$ cat src/rtl/systolic_pkg.sv
// Shared definitions for the systolic array sequencer: FSM state encoding,
// default array geometry and the per-tile compute length derivation.
package systolic_pkg;

    localparam int ARRAY_SIZE_DEF    = 8;
    localparam int K_ACCUM_DEPTH_DEF = 8;

    // Compute cycles needed for one tile: fill + accumulate + flush of the array.
    function automatic int calc_run_cycles(input int array_size, input int k_depth);
        return array_size + 2 * k_depth + 1;
    endfunction

    localparam int RUN_CYCLES_DEF = calc_run_cycles(ARRAY_SIZE_DEF, K_ACCUM_DEPTH_DEF);

    typedef enum logic [2:0] {
        IDLE     = 3'd0,
        PREFETCH = 3'd1,
        RUN      = 3'd2,
        DRAIN    = 3'd3,
        DONE     = 3'd4
    } state_e;

endpackage

$ cat src/rtl/systolic_ctrl_if.sv
// Host/array-facing signal bundle of the systolic sequencer.
// The master side is the sequencer; the slave side is the host plus array.
// Optional macro SYSTOLIC_CTRL_PERF_EN adds the stall_cycles counter output.
interface systolic_ctrl_if #(
    parameter int ADDR_WIDTH     = 10,
    parameter int TILE_CNT_WIDTH = 8
);
    logic                      start;
    logic                      abort;
    logic [TILE_CNT_WIDTH-1:0] tile_count;
    logic [ADDR_WIDTH-1:0]     base_addr_w;
    logic [ADDR_WIDTH-1:0]     base_addr_d;
    logic                      sram_ren;
    logic [ADDR_WIDTH-1:0]     sram_raddr_w;
    logic [ADDR_WIDTH-1:0]     sram_raddr_d;
    logic                      alu_start;
    logic [8:0]                cycle_num;
    logic [5:0]                matrix_index;
    logic                      out_valid;
    logic                      out_ready;
    logic                      busy;
    logic                      done;
`ifdef SYSTOLIC_CTRL_PERF_EN
    logic [15:0]               stall_cycles;
`endif

    modport master (
        input  start, abort, tile_count, base_addr_w, base_addr_d, out_ready,
        output sram_ren, sram_raddr_w, sram_raddr_d, alu_start, cycle_num,
               matrix_index, out_valid, busy, done
`ifdef SYSTOLIC_CTRL_PERF_EN
               , stall_cycles
`endif
    );

    modport slave (
        output start, abort, tile_count, base_addr_w, base_addr_d, out_ready,
        input  sram_ren, sram_raddr_w, sram_raddr_d, alu_start, cycle_num,
               matrix_index, out_valid, busy, done
`ifdef SYSTOLIC_CTRL_PERF_EN
               , stall_cycles
`endif
    );

endinterface

$ cat src/rtl/systolic_addr_gen.sv
// SRAM read address generator: latches a job base, steps one word per read
// and jumps to the next tile base (base + STRIDE) between tiles.
// The address wraps modulo 2^ADDR_WIDTH.
module systolic_addr_gen
    import systolic_pkg::*;
#(
    parameter int ADDR_WIDTH = 10,
    parameter int STRIDE     = RUN_CYCLES_DEF
) (
    input  logic                  clk,
    input  logic                  rst,
    input  logic                  clear_i,
    input  logic                  load_i,
    input  logic                  advance_i,
    input  logic                  step_i,
    input  logic [ADDR_WIDTH-1:0] base_i,
    output logic [ADDR_WIDTH-1:0] addr_o
);
    localparam logic [ADDR_WIDTH-1:0] STRIDE_V = ADDR_WIDTH'(STRIDE);
    localparam logic [ADDR_WIDTH-1:0] ONE_V    = ADDR_WIDTH'(1);

    logic [ADDR_WIDTH-1:0] tile_base_q, tile_base_d;
    logic [ADDR_WIDTH-1:0] addr_q, addr_d;

    // Next address selection; clear beats load beats tile advance beats step.
    always_comb begin
        tile_base_d = tile_base_q;
        addr_d      = addr_q;
        if (clear_i) begin
            addr_d = '0;
        end else if (load_i) begin
            tile_base_d = base_i;
            addr_d      = base_i;
        end else if (advance_i) begin
            tile_base_d = tile_base_q + STRIDE_V;
            addr_d      = tile_base_q + STRIDE_V;
        end else if (step_i) begin
            addr_d = addr_q + ONE_V;
        end
    end

    // Address and tile base registers.
    always_ff @(posedge clk or posedge rst) begin
        if (rst) begin
            tile_base_q <= '0;
            addr_q      <= '0;
        end else begin
            tile_base_q <= tile_base_d;
            addr_q      <= addr_d;
        end
    end

    assign addr_o = addr_q;

endmodule

$ cat src/rtl/systolic_ctrl.sv
// Tile sequencer for the systolic MVM/MMM array: prefetch, compute and
// row-by-row drain for each tile of a job, with abort and done signalling.
// Optional macro SYSTOLIC_CTRL_PERF_EN adds a saturating drain-stall counter.
module systolic_ctrl
    import systolic_pkg::*;
#(
    parameter int ARRAY_SIZE     = ARRAY_SIZE_DEF,
    parameter int K_ACCUM_DEPTH  = K_ACCUM_DEPTH_DEF,
    parameter int ADDR_WIDTH     = 10,
    parameter int TILE_CNT_WIDTH = 8
) (
    input  logic            clk,
    input  logic            rst,
    systolic_ctrl_if.master bus
);
    localparam int RUN_CYCLES = calc_run_cycles(ARRAY_SIZE, K_ACCUM_DEPTH);
    localparam logic [8:0] CYC_LAST      = 9'(RUN_CYCLES - 1);
    // Reads stop one cycle before the end of RUN (the prefetch supplied the first one).
    localparam logic [8:0] CYC_LAST_READ = 9'(RUN_CYCLES - 2);
    localparam logic [5:0] IDX_LAST      = 6'(ARRAY_SIZE - 1);
    localparam logic [TILE_CNT_WIDTH-1:0] TILE_ONE = TILE_CNT_WIDTH'(1);

    state_e                    state_q;
    logic [8:0]                cycle_q;
    logic [5:0]                idx_q;
    logic [TILE_CNT_WIDTH-1:0] tiles_left_q;
    logic                      ren_q;
    logic                      alu_q;
    logic                      valid_q;
    logic                      busy_q;
    logic                      done_q;
`ifdef SYSTOLIC_CTRL_PERF_EN
    logic [15:0]               stall_q;
`endif

    logic accept_job;
    logic last_row;
    logic more_tiles;
    logic addr_step;
    logic addr_adv;
    logic addr_clr;

    // out_valid is high for the whole of DRAIN, so ready alone completes a row.
    assign last_row   = (state_q == DRAIN) && bus.out_ready && (idx_q == IDX_LAST);
    assign more_tiles = (tiles_left_q != TILE_ONE);
    assign accept_job = (state_q == IDLE) && bus.start && !bus.abort && (bus.tile_count != '0);
    assign addr_step  = !bus.abort && ((state_q == PREFETCH) ||
                                       ((state_q == RUN) && (cycle_q < CYC_LAST_READ)));
    assign addr_adv   = !bus.abort && last_row && more_tiles;
    assign addr_clr   = bus.abort || (last_row && !more_tiles);

    logic [ADDR_WIDTH-1:0] base_sel [2];
    logic [ADDR_WIDTH-1:0] addr_out [2];

    assign base_sel[0] = bus.base_addr_w;
    assign base_sel[1] = bus.base_addr_d;

    // Index 0 drives the weight SRAM, index 1 the data SRAM.
    generate
        for (genvar gi = 0; gi < 2; gi++) begin : g_addr
            systolic_addr_gen #(
                .ADDR_WIDTH (ADDR_WIDTH),
                .STRIDE     (RUN_CYCLES)
            ) u_addr_gen (
                .clk       (clk),
                .rst       (rst),
                .clear_i   (addr_clr),
                .load_i    (accept_job),
                .advance_i (addr_adv),
                .step_i    (addr_step),
                .base_i    (base_sel[gi]),
                .addr_o    (addr_out[gi])
            );
        end
    endgenerate

    // Job sequencer: state, counters and all registered control outputs.
    always_ff @(posedge clk or posedge rst) begin
        if (rst) begin
            state_q      <= IDLE;
            cycle_q      <= '0;
            idx_q        <= '0;
            tiles_left_q <= '0;
            ren_q        <= 1'b0;
            alu_q        <= 1'b0;
            valid_q      <= 1'b0;
            busy_q       <= 1'b0;
            done_q       <= 1'b0;
`ifdef SYSTOLIC_CTRL_PERF_EN
            stall_q      <= '0;
`endif
        end else if (bus.abort) begin
            state_q <= IDLE;
            cycle_q <= '0;
            idx_q   <= '0;
            ren_q   <= 1'b0;
            alu_q   <= 1'b0;
            valid_q <= 1'b0;
            busy_q  <= 1'b0;
            done_q  <= 1'b0;
        end else begin
            done_q <= 1'b0;
            case (state_q)
                IDLE: begin
                    if (bus.start) begin
                        busy_q <= 1'b1;
`ifdef SYSTOLIC_CTRL_PERF_EN
                        stall_q <= '0;
`endif
                        if (bus.tile_count != '0) begin
                            tiles_left_q <= bus.tile_count;
                            ren_q        <= 1'b1;
                            state_q      <= PREFETCH;
                        end else begin
                            done_q  <= 1'b1;
                            state_q <= DONE;
                        end
                    end
                end
                PREFETCH: begin
                    state_q <= RUN;
                    alu_q   <= 1'b1;
                    cycle_q <= '0;
                    ren_q   <= 1'b1;
                end
                RUN: begin
                    if (cycle_q == CYC_LAST) begin
                        state_q <= DRAIN;
                        alu_q   <= 1'b0;
                        cycle_q <= '0;
                        ren_q   <= 1'b0;
                        valid_q <= 1'b1;
                        idx_q   <= '0;
                    end else begin
                        cycle_q <= cycle_q + 9'd1;
                        ren_q   <= (cycle_q < CYC_LAST_READ);
                    end
                end
                DRAIN: begin
`ifdef SYSTOLIC_CTRL_PERF_EN
                    if (!bus.out_ready && (stall_q != 16'hFFFF)) begin
                        stall_q <= stall_q + 16'd1;
                    end
`endif
                    if (bus.out_ready) begin
                        if (idx_q == IDX_LAST) begin
                            valid_q <= 1'b0;
                            idx_q   <= '0;
                            if (more_tiles) begin
                                tiles_left_q <= tiles_left_q - TILE_ONE;
                                ren_q        <= 1'b1;
                                state_q      <= PREFETCH;
                            end else begin
                                done_q  <= 1'b1;
                                state_q <= DONE;
                            end
                        end else begin
                            idx_q <= idx_q + 6'd1;
                        end
                    end
                end
                DONE: begin
                    state_q <= IDLE;
                    busy_q  <= 1'b0;
                end
                default: begin
                    state_q <= IDLE;
                end
            endcase
        end
    end

    assign bus.sram_ren     = ren_q;
    assign bus.sram_raddr_w = addr_out[0];
    assign bus.sram_raddr_d = addr_out[1];
    assign bus.alu_start    = alu_q;
    assign bus.cycle_num    = cycle_q;
    assign bus.matrix_index = idx_q;
    assign bus.out_valid    = valid_q;
    assign bus.busy         = busy_q;
    assign bus.done         = done_q;
`ifdef SYSTOLIC_CTRL_PERF_EN
    assign bus.stall_cycles = stall_q;
`endif

endmodule

$ cat src/flat_wrapper.sv
// flat-port wrapper written by rule: the top's interface ports become plain ports
module systolic_ctrl_flat import systolic_pkg::*;
#(
    parameter int ARRAY_SIZE     = ARRAY_SIZE_DEF,
    parameter int K_ACCUM_DEPTH  = K_ACCUM_DEPTH_DEF,
    parameter int ADDR_WIDTH     = 10,
    parameter int TILE_CNT_WIDTH = 8
)
  (clk, rst, bus_start, bus_abort, bus_tile_count, bus_base_addr_w, bus_base_addr_d, bus_out_ready, bus_sram_ren, bus_sram_raddr_w, bus_sram_raddr_d, bus_alu_start, bus_cycle_num, bus_matrix_index, bus_out_valid, bus_busy, bus_done);
  systolic_ctrl_if #(.ADDR_WIDTH(ADDR_WIDTH), .TILE_CNT_WIDTH(TILE_CNT_WIDTH)) bus_i ();
  input  logic clk;
  input  logic rst;
  input wire logic [$bits(bus_i.start)-1:0] bus_start;
  input wire logic [$bits(bus_i.abort)-1:0] bus_abort;
  input wire logic [$bits(bus_i.tile_count)-1:0] bus_tile_count;
  input wire logic [$bits(bus_i.base_addr_w)-1:0] bus_base_addr_w;
  input wire logic [$bits(bus_i.base_addr_d)-1:0] bus_base_addr_d;
  input wire logic [$bits(bus_i.out_ready)-1:0] bus_out_ready;
  output wire logic [$bits(bus_i.sram_ren)-1:0] bus_sram_ren;
  output wire logic [$bits(bus_i.sram_raddr_w)-1:0] bus_sram_raddr_w;
  output wire logic [$bits(bus_i.sram_raddr_d)-1:0] bus_sram_raddr_d;
  output wire logic [$bits(bus_i.alu_start)-1:0] bus_alu_start;
  output wire logic [$bits(bus_i.cycle_num)-1:0] bus_cycle_num;
  output wire logic [$bits(bus_i.matrix_index)-1:0] bus_matrix_index;
  output wire logic [$bits(bus_i.out_valid)-1:0] bus_out_valid;
  output wire logic [$bits(bus_i.busy)-1:0] bus_busy;
  output wire logic [$bits(bus_i.done)-1:0] bus_done;
  assign bus_i.start = bus_start;
  assign bus_i.abort = bus_abort;
  assign bus_i.tile_count = bus_tile_count;
  assign bus_i.base_addr_w = bus_base_addr_w;
  assign bus_i.base_addr_d = bus_base_addr_d;
  assign bus_i.out_ready = bus_out_ready;
  assign bus_sram_ren = bus_i.sram_ren;
  assign bus_sram_raddr_w = bus_i.sram_raddr_w;
  assign bus_sram_raddr_d = bus_i.sram_raddr_d;
  assign bus_alu_start = bus_i.alu_start;
  assign bus_cycle_num = bus_i.cycle_num;
  assign bus_matrix_index = bus_i.matrix_index;
  assign bus_out_valid = bus_i.out_valid;
  assign bus_busy = bus_i.busy;
  assign bus_done = bus_i.done;
  systolic_ctrl #(.ARRAY_SIZE(ARRAY_SIZE), .K_ACCUM_DEPTH(K_ACCUM_DEPTH), .ADDR_WIDTH(ADDR_WIDTH), .TILE_CNT_WIDTH(TILE_CNT_WIDTH)) u_core (.clk(clk), .rst(rst), .bus(bus_i));
endmodule
$ cat config.mk
export PLATFORM = sky130hd
export DESIGN_NAME = systolic_ctrl_flat
export DESIGN_NICKNAME = d
export VERILOG_FILES = /design/src/rtl/systolic_pkg.sv /design/src/rtl/systolic_ctrl_if.sv /design/src/rtl/systolic_addr_gen.sv /design/src/rtl/systolic_ctrl.sv /design/src/flat_wrapper.sv
export SDC_FILE = /design/constraint.sdc
export NUM_CORES = 1
export LEC_CHECK = 0
export CAP_MARGIN = 20
export CELL_PAD_IN_SITES_DETAIL_PLACEMENT = 0
export CELL_PAD_IN_SITES_GLOBAL_PLACEMENT = 2
export CORE_ASPECT_RATIO = 1.1
export CORE_MARGIN = 3
export CORE_UTILIZATION = 36
export CTS_CLUSTER_DIAMETER = 30
export DETAILED_ROUTE_END_ITERATION = 8
export PLACE_DENSITY = 0.95
export REMOVE_ABC_BUFFERS = 1
export SYNTH_ARGS = -nofsm -noshare
export SYNTH_HDL_FRONTEND = slang
export SYNTH_SLANG_ARGS = --single-unit
$ cat constraint.sdc
create_clock -name clk -period 5.7 [get_ports clk]
set_clock_uncertainty 0.15 [all_clocks]
set_input_delay 0.57 -clock clk [delete_from_list [all_inputs] [get_ports clk]]
set_output_delay 0.57 -clock clk [all_outputs]
set_load 0.01 [all_outputs]
* Yosys cells after proc, flatten, opt, wreduce, memory -nomap -nowiden *
Index checks and enable logic that the tools add are counted.
Widths: inputs -> output; s select.

operators by class
  add/sub/neg operators = 7
  order comparisons = 1
  equality and inequality tests = 18
  muxes and demuxes = 60
  bitwise logic cells = 2
  reductions and logical operators = 31

operator list
  operator               number
  $mux 10                12
  $mux 8                 5
  $mux 6                 4
  $mux 1                 21
  $mux 3                 7
  $add 10x1->10 const B  2
  $add 10x5->10 const B  2
  $mux 9                 2
  $pmux 9 s2             1
  $pmux 8 s2             1
  $ne 3x3->1 const B     5
  $pmux 3 s4             1
  $pmux 6 s2             1
  $logic_and 1x1->1      10
  $add 9x1->9 const B    1
  $eq 9x5->1 const B     1
  $lt 9x5->1 const B     1
  $reduce_bool 3->1      3
  $ne 2x2->1 const B     4
  $ne 8x1->1 const B     1
  $pmux 1 s2             4
  $reduce_and 4->1       2
  $reduce_bool 8->1      1
  $sub 8x1->8 const B    1
  19 further kinds       26

storage, ports and cells
  flip-flop bits (word level) = 71
  bits of input ports = 33
  output and inout bits = 40

* Depth between registers and ports, before layout *
  word-level depth = 8
  depth in mapped cells = 9
  mapped depth without buffers = 7

* Hierarchy *
A second synthesis with hierarchy kept.

second synthesis, totals
  cell total of the unflattened synthesis = 563
  area, all modules = 4794.6 um^2

modules (own cells, without submodules)
  module             instances  cells an instance  area each (um^2)
  systolic_addr_gen  2          167                1396.3
  systolic_ctrl      1          229                2001.9

* Worst setup path before layout *
No wires, ideal clock.

  path type = input to register
  start = input port bus_tile_count[2]
  end = register u_core.g_addr[1].u_addr_gen.addr_q[4]
  library setup time = 0.141 ns
  arrival time = 2.097 ns
  path slack = 3.312 ns
  stages = 6
  path buffers = 1
  path through = or4_1 -> o211ai_2 -> o211ai_2 -> buf_2 -> o21ai_0 -> a31oi_1

on the way
  word-level cells in the longest chain between the ends = 4
  elaborated cells between the ends (all ways) = 5
  classes of those cells = mux (2); reduce/logical (3)

ends and longest elaborated chain
  what                  line                     RTL
  start, declared       flat_wrapper.sv:15       input wire logic [$bits(bus_i.tile_count)-1:0] bus_tile_count;
  $reduce_bool 8->1 *   systolic_ctrl.sv:46      assign accept_job = (state_q == IDLE) && bus.start && !bus.abort && (bus.tile_count != '0);
  $logic_and 1x1->1 *   systolic_ctrl.sv:46
  $mux 10               systolic_addr_gen.sv:31  end else if (load_i) begin
  $mux 10               systolic_addr_gen.sv:29  if (clear_i) begin
  end signal, assigned  systolic_addr_gen.sv:49  addr_q <= addr_d;
  end, declared         systolic_addr_gen.sv:23  logic [ADDR_WIDTH-1:0] addr_q, addr_d;

Every way passes the cells marked *; elsewhere a longest branch is shown, timed or not.
A chain may end at the register's enable or synchronous reset.

* Final worst setup path *
  start = input port bus_abort
  end = register u_core.g_addr[0].u_addr_gen.addr_q[3]

on the way
  word-level cells in the longest chain between the ends = 6
  elaborated cells between the ends (all ways) = 11
  classes of those cells = mux (3); reduce/logical (8)

ends and longest elaborated chain
  what                             line                                                           RTL
  start, declared                  flat_wrapper.sv:14                                             input wire logic [$bits(bus_i.abort)-1:0] bus_abort;
  $logic_not 1->1                  systolic_ctrl.sv:46, systolic_ctrl.sv:47, systolic_ctrl.sv:49
  $logic_and 1x1->1 (2 in series)  systolic_ctrl.sv:49                                            assign addr_adv = !bus.abort && last_row && more_tiles;
  $mux 10                          systolic_addr_gen.sv:34                                        end else if (advance_i) begin
  $mux 10                          systolic_addr_gen.sv:31
  $mux 10                          systolic_addr_gen.sv:29
  end signal, assigned             systolic_addr_gen.sv:49
  end, declared                    systolic_addr_gen.sv:23

Parallel ways exist; a longest one is shown, timed or not.

==> metrics.txt <==
outcome=finished, final reports clean; critical path required time=about 5.8 ns; post-CTS sizing=0; worst hold path cell count=2; # diodes=0; final antenna-violating net count=0; Post-synth EDFFs=0; Clock Latency Late Sink=0.33 ns; Critical Path AT=around 3.8 ns; fin crit share=0.648; Post-Syn Instances=538; share of layout cells above drive strength 1=0.0764; minimum clock period after layout=between 3 and 4 ns; CTS Buffer Depth=2; placed insts=740; main flop type after synthesis=dfrtp_1; Starting Density=0.370; Fill cells=1,233; vias in the first global route=around 4.4k; Chip Width=115 um; port buffer count=72; final hold vios=0; Sw Ratio=0.350; die area=around 14,000 sq um; Hold WC Path Type=flip-flop to flip-flop; Vias/cell=5.95; P_int=1360 uW; Hold Startpoint=u_core.tiles_left_q[7]; worst setup path class=input port to flip-flop; DR pass1 iterations=5; Worst R2R Setup Slack=approximately 2.4 ns; setup TNS=0 ns; global-route wire length before repair=roughly 23,000 um; area growth from synthesis to layout=25.2%; fin. max-slew vios=0; Design Area, Final=slightly below 6000 sq um; Final GP Congestion=0.847; total track usage=0.192; worst slew pin tran=1.15 ns; Initial DRC Count=338; post-DP HPWL=approximately 9500 um; final-stage net count=~640; startpoint type of the worst setup path=input port; NetSw=approximately 730 uW; pin count of the biggest net entering global routing=38; FFs w/ async S/R, synth=1.00; GRT overflow=0; combinational fraction of design power=0.306; WHS Endpoint=u_core.tiles_left_q[7]; FF-to-FF Start=u_core.state_q[1]; Clock transition at path regs=approximately 0.060 ns; most frequent cells in the layout=72 x clkdlybuf4s50_1, 71 x dfrtp_1, 52 x o21ai_0; Sequential Power Share=0.380; RSZ-0062 raised after global routing=no; Max-slew headroom=0.228; max_cap viols=0; clock sinks=71; Power Dens Cells=between 300 and 400 nW/um^2; vias=roughly 4.5k; Syn Area/Cell=~8.7 sq um; Final setup violation count=0; Worst setup EP type=flip-flop; post-CTS setup buffers=0; FP Rows=43; core area=about 13,000 sq um; synthesis warning total=0; Remaining DRCs=0; CTS hold repair buffers=0; CP Max Fanout=15; routed len/inst=~18 um; pre-CTS setup slack=between 1.5 and 2 ns; Clock power frac=0.314; TritonCTS clock tree=done; Die Ht=126 um; max frequency=approximately 270 MHz; Inserted Clock Buffers=9; post-synthesis cell area=between 4000 and 5000 sq um; most common cell after layout, fill and taps aside=clkdlybuf4s50_1; CTS root buffer=clkbuf_16; hold_ws=between 0.3 and 0.4 ns; sequential-to-total area share from yosys stat=0.378; non-filler instance count after layout=about 760; leak pwr=between 0.002 and 0.0025 uW; RR Endpoint=u_core.g_addr[0].u_addr_gen.addr_o[3]; FF+latch count, synth=71; Worst R2R Path Depth=5; setup ws final=2.01 ns; placed instance area=~5500 sq um; Max VDD drop=0.183 mV; num ports=73; post-synthesis cell type count=73; initial antenna violation count=0; H-tree levels=3; Detailed Route WL=13,800 um
-- cells by family after synthesis --
family / count (synthesis) / share of synthesized area
simple gates: 194 / 0.227
fa+ha+maj: 9 / 0.0240
flops: 71 / 0.378
compound gates: 176 / 0.246
xor+xnor: 42 / 0.0784
buf+inv: 46 / 0.0461
-- metrics by stage --
stage | power [uW] | utilization
after floorplan | 1180 | -
after detailed placement | 1430 | 0.432
after CTS | 2100 | 0.459
after global placement | 1420 | 0.432
final | 2100 | 0.463
after global routing | 2230 | 0.463
-- registers in the layout, summed over array words and instances (netlist names) --
signal                                count
u_core.bus.matrix_index                   6
u_core.bus.busy                           1
u_core.bus.cycle_num                      9
u_core.g_addr.u_addr_gen.tile_base_q     20
u_core.bus.alu_start                      1
u_core.bus.out_valid                      1
u_core.bus.sram_ren                       1
u_core.tiles_left_q                       8
u_core.g_addr.u_addr_gen.addr_o          20
u_core.bus.done                           1
u_core.state_q                            3
-- worst max-delay path: stages --
cell	delay [ns]
clkdlybuf4s50_1	0.69
and4bb_2	0.47
nand3_1	0.52
nor2_1	1.05
a211oi_1	0.16
o221a_2	0.29
-- how the worst max path moves through the flow --
stage	from	end	slack (ns)	depth (start not counted)
detailed placement	bus_abort	u_core.g_addr[0].u_addr_gen.addr_o[3]	1.65	6
global placement	bus_abort	u_core.g_addr[0].u_addr_gen.addr_o[3]	1.77	6
floorplan	bus_tile_count[2]	u_core.g_addr[0].u_addr_gen.addr_o[3]	2.71	4
CTS	bus_abort	u_core.g_addr[0].u_addr_gen.addr_o[3]	2.01	6
finish	bus_abort	u_core.g_addr[0].u_addr_gen.addr_o[3]	2.01	6
global route	bus_abort	u_core.g_addr[0].u_addr_gen.addr_o[5]	1.79	6
-- routing by layer --
metal	GRT usage	vias to the layer above	wire length, um
met4	0.0601	0	257
met2	0.311	155	6520
met5	0	-	0
met3	0.0336	21	750
met1	0.261	2201	6220
li1	-	2142	-
-- power by group through the flow --
stage / Clock, uW / Combinational [uW] / Sequential (uW)
after floorplan: 0 / 406 / 772
after global placement: 0 / 624 / 793
after detailed placement: 0 / 635 / 798
after CTS: 671 / 639 / 792
after global routing: 697 / 714 / 818
final: 660 / 642 / 796
-- cells in the mapped netlist (14+ instances only) --
| master | n | area share |
|---|---|---|
| a21oi_1 | 28 | 0.030 |
| nand4_1 | 15 | 0.020 |
| o21ai_0 | 52 | 0.055 |
| o211ai_1 | 21 | 0.034 |
| clkbuf_1 | 14 | 0.011 |
| xor2_1 | 22 | 0.041 |
| nor2_1 | 32 | 0.026 |
| dfrtp_1 | 71 | 0.38 |
| inv_1 | 14 | 0.011 |
| xnor2_1 | 20 | 0.037 |
| a31oi_1 | 15 | 0.020 |
| nand3_1 | 31 | 0.033 |
| nand2_1 | 42 | 0.034 |
-- area by class of cell --
class                      instances  area [sq um]  area share
clock inverter                     6           108      0.0183
inverter                          14          52.6     0.00894
clock buffer                      10           239      0.0406
multi-input combinational        421          2700       0.459
sequential                        71          1780       0.302
tap                              157           196      0.0334
timing repair buffer              80           806       0.137
Power figures use the tool's default switching activity.
